**src/rtl/conv_kernel_scheduler.sv**
```systemverilog
// Multi-bank convolution kernel store with frame-aligned bank switching.
// The kernel driving the filter only changes at a frame boundary.
module conv_kernel_scheduler #(
  parameter int IMG_WIDTH  = 320,
  parameter int IMG_HEIGHT = 240,
  parameter int KERNEL_H   = 3,
  parameter int KERNEL_W   = 3,
  parameter int W          = 8,
  parameter int W_FRAC     = 0,
  parameter int NUM_BANKS  = 4,
  localparam int BW = $clog2(NUM_BANKS),
  localparam int NT = KERNEL_H * KERNEL_W,
  localparam int IW = $clog2(NT)
) (
  input  logic          clk,
  input  logic          rst,
  input  logic          cfg_valid,
  output logic          cfg_ready,
  input  logic [BW-1:0] cfg_bank,
  input  logic [IW-1:0] cfg_idx,
  input  logic [W-1:0]  cfg_coef,
  output logic          cfg_err,
  input  logic          sel_valid,
  output logic          sel_ready,
  input  logic [BW-1:0] sel_bank,
  input  logic          pix_hs,
  output logic [KERNEL_H-1:0][KERNEL_W-1:0][W-1:0] kernel,
  output logic [BW-1:0] active_bank,
  output logic          pending,
  output logic          frame_done
);

  localparam int XW = $clog2(IMG_WIDTH);
  localparam int YW = $clog2(IMG_HEIGHT);
  localparam logic [XW-1:0] XMAX = XW'(IMG_WIDTH - 1);
  localparam logic [YW-1:0] YMAX = YW'(IMG_HEIGHT - 1);
  localparam logic [IW:0]   NTV  = (IW + 1)'(NT);
  localparam int CTR = (KERNEL_H / 2) * KERNEL_W + KERNEL_W / 2;
  localparam logic [W-1:0]  ONE  = W'(1 << W_FRAC);
  localparam logic [NT*W-1:0] IDENT =
    {{(NT*W-W){1'b0}}, ONE} << (CTR * W);

  typedef enum logic [1:0] {
    IDLE,
    ARMED,
    APPLY
  } state_e;

  state_e state_q;

  logic [XW-1:0] x_q;
  logic [YW-1:0] y_q;
  logic [BW-1:0] pend_q;
  logic [BW-1:0] act_q;
  logic          frame_done_q;
  logic          cfg_err_q;
  logic [NUM_BANKS-1:0][NT-1:0][W-1:0] bank_q;
  logic [KERNEL_H-1:0][KERNEL_W-1:0][W-1:0] kernel_q;

  logic last_hs;
  logic at_origin;
  logic cfg_drop;

  assign last_hs   = pix_hs && (x_q == XMAX) && (y_q == YMAX);
  assign at_origin = (x_q == '0) && (y_q == '0) && !pix_hs;

  // Never touch the bank on screen or the one about to go on screen.
  assign cfg_drop = (cfg_bank == act_q)
                 || ((state_q != IDLE) && (cfg_bank == pend_q))
                 || ({1'b0, cfg_idx} >= NTV);

  always_ff @(posedge clk) begin
    if (rst) begin
      x_q          <= '0;
      y_q          <= '0;
      state_q      <= IDLE;
      pend_q       <= '0;
      act_q        <= '0;
      frame_done_q <= 1'b0;
      cfg_err_q    <= 1'b0;
      bank_q       <= {NUM_BANKS{IDENT}};
      kernel_q     <= IDENT;
    end else begin
      if (pix_hs) begin
        if (x_q == XMAX) begin
          x_q <= '0;
          y_q <= (y_q == YMAX) ? '0 : y_q + 1'b1;
        end else begin
          x_q <= x_q + 1'b1;
        end
      end
      frame_done_q <= last_hs;
      cfg_err_q    <= cfg_valid && cfg_drop;
      if (cfg_valid && !cfg_drop) begin
        bank_q[cfg_bank][cfg_idx] <= cfg_coef;
      end
      unique case (state_q)
        IDLE: begin
          if (sel_valid) begin
            pend_q  <= sel_bank;
            state_q <= (at_origin || last_hs) ? APPLY : ARMED;
          end
        end
        ARMED: begin
          if (sel_valid) begin
            pend_q <= sel_bank;
          end
          if (last_hs) begin
            state_q <= APPLY;
          end
        end
        APPLY: begin
          act_q    <= pend_q;
          kernel_q <= bank_q[pend_q];
          state_q  <= IDLE;
        end
        default: state_q <= IDLE;
      endcase
    end
  end

  assign cfg_ready   = 1'b1;
  assign cfg_err     = cfg_err_q;
  assign sel_ready   = (state_q != APPLY);
  assign pending     = (state_q == ARMED);
  assign active_bank = act_q;
  assign frame_done  = frame_done_q;
  assign kernel      = kernel_q;

endmodule

```
**config.mk**
```make
export PLATFORM = sky130hd
export DESIGN_NAME = conv_kernel_scheduler
export DESIGN_NICKNAME = d
export VERILOG_FILES = /design/src/rtl/conv_kernel_scheduler.sv
export SDC_FILE = /design/constraint.sdc
export NUM_CORES = 1
export LEC_CHECK = 0
export ABC_AREA = 1
export BUFFER_PORTS_ARGS = -buffer_cell sky130_fd_sc_hd__clkbuf_2
export CORE_MARGIN = 2
export CORE_UTILIZATION = 55
export CTS_CLUSTER_SIZE = 14
export DETAILED_ROUTE_END_ITERATION = 12
export PLACE_DENSITY = 0.82
export SYNTH_ARGS = -nofsm -noshare
export SYNTH_HDL_FRONTEND = slang
export SYNTH_SLANG_ARGS = --single-unit
```
**constraint.sdc**
```tcl
create_clock -name clk -period 1.9 [get_ports clk]
set_clock_uncertainty 0.1 [all_clocks]
set_input_delay 0 -clock clk [delete_from_list [all_inputs] [get_ports clk]]
set_output_delay 0 -clock clk [all_outputs]
set_load 0.02 [all_outputs]
```
==> results of run 1 <==
cell type report:
cell class | instances | area (µm²) | share of cell area, %
clock inverter | 10 | 87.58 | 0.4230
inverter | 293 | 1110 | 5.360
tap | 402 | 503.0 | 2.429
clock buffer | 62 | 1257 | 6.073
antenna | 1 | 2.502 | 0.01209
sequential | 385 | 7720 | 37.29
timing repair buffer | 193 | 1775 | 8.575
multi-input combinational | 1735 | 8249 | 39.84
flip-flops by register name, indices dropped and copies added (netlist names):
signal / flops
active_bank: 2
bank_q: 288
cfg_err: 1
frame_done: 1
kernel: 72
pend_q: 2
state_q: 2
x_q: 9
y_q: 8
path summary, 6_finish.rpt:
check	from	endpoint	slack (ns)	cells after the start
worst min register to register	bank_q[132]$_SDFFE_PP0P_	bank_q[132]$_SDFFE_PP0P_	0.36	2
worst max-delay path	state_q[0]$_SDFFE_PP0P_	cfg_err$_SDFF_PP0_	-0.0001	9
worst max register to register	state_q[0]$_SDFFE_PP0P_	cfg_err$_SDFF_PP0_	-0.0001	9
worst min-delay path	cfg_idx[1]	bank_q[32]$_SDFFE_PP1P_	0.07	6
power breakdown:
part           switching (mW)  internal, mW
clock                    3.31          4.70
sequential              0.103          8.24
combinational            1.57         0.720
total                    4.97          13.7
per-stage QoR:
stage	util, %	TNS (ns)	std cells	instance area [µm²]
after detailed placement	59.18	-0.03779	2975	18630
after global routing	65.78	-0.6489	3081	20700
after global placement	59.18	0	2975	18630
after CTS	64.02	-0.09478	3063	20150
final	65.78	-0.0001184	3081	20700
after floorplan	-	0	2596	17550
cells in the mapped netlist, drive strengths merged:
cell     instances  area [µm²]
a221o            1       10.01
conb             1       3.750
nor3             8       40.04
clkbuf         126       473.0
a31oi            1       6.260
nand3          126       810.8
xnor2            1       8.760
nor2           499        1883
nand4           97       606.8
xor2             3       26.28
a211oi           1       7.510
a21oi          214        1071
o2111ai          1       8.760
dfxtp          385        7707
clkinv           1       3.750
o22ai            3       18.77
inv            292        1096
o21ai          142       710.7
nand2          542        2037
o211ai          82       615.6
nor3b            2       15.01
buf             64       336.6
ha               4       50.05
cells by family (layout without fill, tap and decap cells):
kind of cell | after synthesis | count (layout) | synth area share (%)
adders and majority gates | 4 | 4 | 0.2852
DFF | 385 | 385 | 43.92
AOI/OAI and AO/OA | 445 | 445 | 13.95
and+or+nand+nor | 1274 | 1281 | 30.73
xor gates and xnor gates | 4 | 4 | 0.1997
other | 1 | 2 | 0.02137
buffers and inverters | 483 | 558 | 10.88
metal layers:
| metal | vias up | track usage [%] | part of all wire [%] |
|---|---|---|---|
| met5 | - | 0 | 0.025 |
| met3 | 180 | 4.131 | 8.9 |
| met2 | 918 | 47.19 | 47 |
| li1 | 8390 | - | - |
| met4 | 2 | 12.81 | 4.2 |
| met1 | 8126 | 36.84 | 40 |
worst register-to-register path, stage by stage (launching register included):
cell,delay (ns)
dfxtp_2,0.37
inv_2,0.06
nand2_2,0.09
nand3_1,0.09
nor2_2,0.17
nor2_4,0.07
buf_12,0.15
buf_4,0.15
clkbuf_16,0.17
nor3_1,0.34
what timing repair did:
action,CTS,global route
setup buffers,0,3
hold buffers,16,0
endpoints found under the setup margin,10,266
pin swaps,0,5
hold endpoints to repair,240,0
resized for setup,5,61
gates cloned,0,14
==> out/metrics.cfg, run 1 <==
[pwr]
power_mw = 18.64
ir_drop_v = 0.0007687
p_per_area_mw_per_mm2 = 900.0
p_leak_nw = 9.472

[global_route]
grt_pass1_vias = 16200
grt_pass1_wl_mm = 78.83
grt_usage_pct = 28.46
antenna_found_initial = 2
overflow = 0
grt_max_degree = 108

[cts]
cts_tree = yes
clk_path_buf_depth = 3
cts_made_buffers = 41
path_clk_slew_ns = 0.06
cts_root_buf = clkbuf_16
clkLatencyLatePin_ns = 0.53
cts_htree_levels = 2
clock_sinks = 385

[synth]
yosys_register_bits = 385
synth_cells = 2596
post_synth.cell_area_avg_um2 = 6.759
synth_nets = 2621
synth_warnings = 0
synth_cell_types = 32
ys_seq_area_share_pct = 43.92
netlist_area_mm2 = 0.01755

[drt]
via_count = 17620
routedWlPerCell_um = 16.73
drcViolationCount = 0
wl_mm = 51.55
drt_iter0_markers = 2212
final_antenna_net_count = 0
viasPerCell = 5.718
first_pass_iters = 6

[sta]
fmaxAchievable_mhz = 526.3
setup_ws_ns = -0.0001184
timing.hold.ws_ns = 0.06661
slew_violations = 0
finalHoldViolations = 0
relSlewSlack_pct = 41.41
finalWorstPathRequiredPeriod_ns = 1.900
finalCritPeriodShare_pct = 100.0
tightestPinTransition_ns = 0.8788
setup_viol_count_final = 1

[setup_path]
cp-end-kind = flop
crit_family = simple AND/OR/NAND/NOR gates
crit_required_ns = 2.20
critPathBufInv = 4
slowest_stage = dfxtp_2
slowest_delay_ns = 0.37
critPathLaunchType = flop
path_class = flop to flop
cp.arrival_ns = 2.20
path_cells = inv_2, nand2_2, nand3_1, nor2_2, nor2_4, buf_12, buf_4, clkbuf_16, nor3_1
crit_fanout = 16

[floorplanning]
initial_utilization_pct = 55.75
die_area_mm2 = 0.03335
die_y_um = 182.6
dieWidth_um = 182.6
core_area_mm2 = 0.03147
ios = 100
core.rowCount = 65

[run_status]
violations = setup timing
status = finished, violations left

[placed_design]
io_buffers = 98
gp_congestion = 0.8959
pre_cts_ws_ns = -0.02247
dp_hpwl_mm = 28.28

[layout]
area_growth_pct = 18.00
final_cell_mix = 533 x nand2_1, 488 x nor2_1, 379 x dfxtp_1
final_common_cell = nand2_1
drive_gt1_share_pct = 11.84
layout.nets = 2674
fillerInstances = 2484

[run]
drv_cap = 0

[hold_path]
hold_path_class = input pin to flop

(Power assumes the default switching activity.)
==> run 2: changes to the inputs <==
--- a/config.mk
+++ b/config.mk
@@ -5,7 +5,7 @@
 export SDC_FILE = /design/constraint.sdc
 export NUM_CORES = 1
 export LEC_CHECK = 0
-export ABC_AREA = 1
+export ABC_AREA = 0
 export BUFFER_PORTS_ARGS = -buffer_cell sky130_fd_sc_hd__clkbuf_2
 export CORE_MARGIN = 2
 export CORE_UTILIZATION = 55
==> run 2 against run 1 <==
Net effect: highest routed layer unchanged; combinational power decreased by 57%; the flow now finishes without violations; hold slack got worse by 0.021 ns; global-route usage decreased by 4.8 points; cell count is 32% lower; die area decreased by 2.5%; total power is 8.0% lower; utilization is 1.7 points lower; flip-flop and latch count unchanged; sequential share of layout area is 2.0 points higher; synthesized cell count shrank 39%; routed wire length decreased by 25%; critical path depth fell by 3.
==> out/metrics.cfg, run 2 <==
[cts]
clk_path_buf_depth = 3
clock_sinks = 385
cts_tree = yes
cts_made_buffers = 39
ctsHoldBuffers = 17
ctsResizeCount = 0
cts_htree_levels = 2
clkLatencyLatePin_ns = 0.52
cts_setup_buffers = 0
path_clk_slew_ns = 0.06
cts_root_buf = clkbuf_16

[synth]
yosys-top-cells-area = dfxtp_1 45%, mux2i_1 17%, nand2b_1 11%
synth_edf_count = 0
ys.flop_type = dfxtp_1
ys_seq_area_share_pct = 45.06
synth_warnings = 0
synth_nets = 1607
synth_cell_types = 50
post_synth.cell_area_avg_um2 = 10.81
yosys_register_bits = 385
synth_top_area_share_pct = 45.06
synth_most_common_cell = dfxtp_1
synth-async-reset-ratio_pct = 0
yosys.area.top_type = dfxtp_1
synth_cells = 1582
netlist_area_mm2 = 0.01710
synthTopCellsByCount = 385 x dfxtp_1, 298 x nand2b_1, 293 x mux2i_1

[drt]
final_antenna_net_count = 0
wl_mm = 38.54
routedWlPerCell_um = 18.48
via_count = 11770
drt_iter0_markers = 805
viasPerCell = 5.646
drcViolationCount = 0
first_pass_iters = 5

[layout]
layout.nets = 1685
largest_register = bank_q
largest_reg_flops = 288
final_area_mm2 = 0.01961
area_growth_pct = 14.67
drive_gt1_share_pct = 19.44
final_cell_mix = 383 x dfxtp_1, 298 x nand2b_1, 293 x mux2i_1
final_common_cell = dfxtp_1

[global_route]
grt_max_degree = 118
antenna_found_initial = 3
grt_pass1_wl_mm = 63.44
overflow = 0
grt_usage_pct = 23.64
grt_pass1_vias = 12130

[floorplanning]
core_area_mm2 = 0.03059
ios = 100
core.rowCount = 64
initial_utilization_pct = 55.91
die_area_mm2 = 0.03252
die_y_um = 180.3
dieWidth_um = 180.3

[pwr]
p_leak_nw = 8.662
ir_drop_v = 0.0005485
p_per_area_mw_per_mm2 = 874.0

[placed_design]
pre_cts_ws_ns = 0.1302
dpl_cell_area_mm2 = 0.01810
dp_hpwl_mm = 23.71
io_buffers = 98
gp_congestion = 0.9207

[setup_path]
slowest_delay_ns = 0.56
path_class = flop to flop
path_cells = ha_1, nand3_1, or4b_4, o21bai_1, buf_4, a21oi_1
critPathLaunchType = flop
slowest_stage = or4b_4
critPathBufInv = 1
cp.arrival_ns = 2.12
cp-end-kind = flop
crit_fanout = 6
crit_family = simple AND/OR/NAND/NOR gates
crit_required_ns = 2.21

[sta]
finalCritPeriodShare_pct = 95.50
setup_viol_count_final = 0
slew_violations = 0
relSlewSlack_pct = 61.60
fmaxAchievable_mhz = 551.1
finalHoldViolations = 0
rsz0062_at_grt = false
tightestPinTransition_ns = 0.5760
setup-tns-final_ns = 0
setup_ws_ns = 0.08554
finalWorstPathRequiredPeriod_ns = 1.814

[run_status]
status = finished clean

[run]
drv_cap = 0

[hold_path]
hold_path_class = input pin to flop

==> run 2: routing by layer <==
metal / track usage, % / wire length [µm]
met5: 0 / 14
met4: 6.032 / 729
met3: 3.698 / 1751
met2: 41.82 / 19460
met1: 30.18 / 16590
==> run 2: cell families after synthesis <==
group	synth area share (%)
AND/OR/NAND/NOR	20.86
flip-flops	45.06
multiplexers	26.63
buffers and inverters	3.563
AO/OA/AOI/OAI	2.853
XOR/XNOR	0.7169
adder cells (fa/ha/maj)	0.2926
other	0.02192
==> run 2: worst min-delay path: stages <==
cell and delay [ns]:
clkbuf_2 0.20, nor2b_1 0.11, nand4_4 0.21, mux2i_1 0.10
==> run 2: final timing paths <==
check                                              from                  endpoint  slack (ns)  depth (start not counted)
worst min register to register  kernel[42]$_SDFFE_PP0N_   kernel[42]$_SDFFE_PP0N_        0.35                          2
worst min-delay path                         cfg_idx[1]  bank_q[119]$_SDFFE_PP0P_        0.05                          4
worst max register to register      y_q[1]$_SDFFE_PP0P_       y_q[6]$_SDFFE_PP0P_        0.09                          6
worst max-delay path                y_q[1]$_SDFFE_PP0P_       y_q[6]$_SDFFE_PP0P_        0.09                          6
==> run 2: layout make-up <==
| cell class | instances | area, µm² |
|---|---|---|
| Fill cell | 2407 | 10980 |
| Multi-Input combinational cell | 1063 | 8803 |
| Sequential cell | 385 | 7715 |
| Timing Repair Buffer | 161 | 1215 |
| Clock buffer | 57 | 1156 |
| Tap cell | 396 | 495.5 |
| Clock inverter | 11 | 186.4 |
| Inverter | 10 | 37.54 |
| Antenna cell | 2 | 5.005 |
==> run 2: where the power goes <==
part           switching, mW  internal (mW)
Sequential            0.0279           8.10
Combinational          0.595          0.395
Clock                   3.12           4.90
Total                   3.75           13.4
==> run 2: per-stage QoR <==
stage | hold WS (ns) | cells | total power [mW] | util [%]
2_1_floorplan | 0.01221 | 1582 | 8.986 | -
3_3_place_gp | 0.1809 | 1998 | 9.247 | 59.16
3_5_place_dp | 0.1811 | 1998 | 9.264 | 59.16
4_1_cts | 0.02933 | 2083 | 17.25 | 64.10
5_1_grt | 0.09133 | 2083 | 17.66 | 64.10
6_report | 0.04564 | 2085 | 17.14 | 64.12
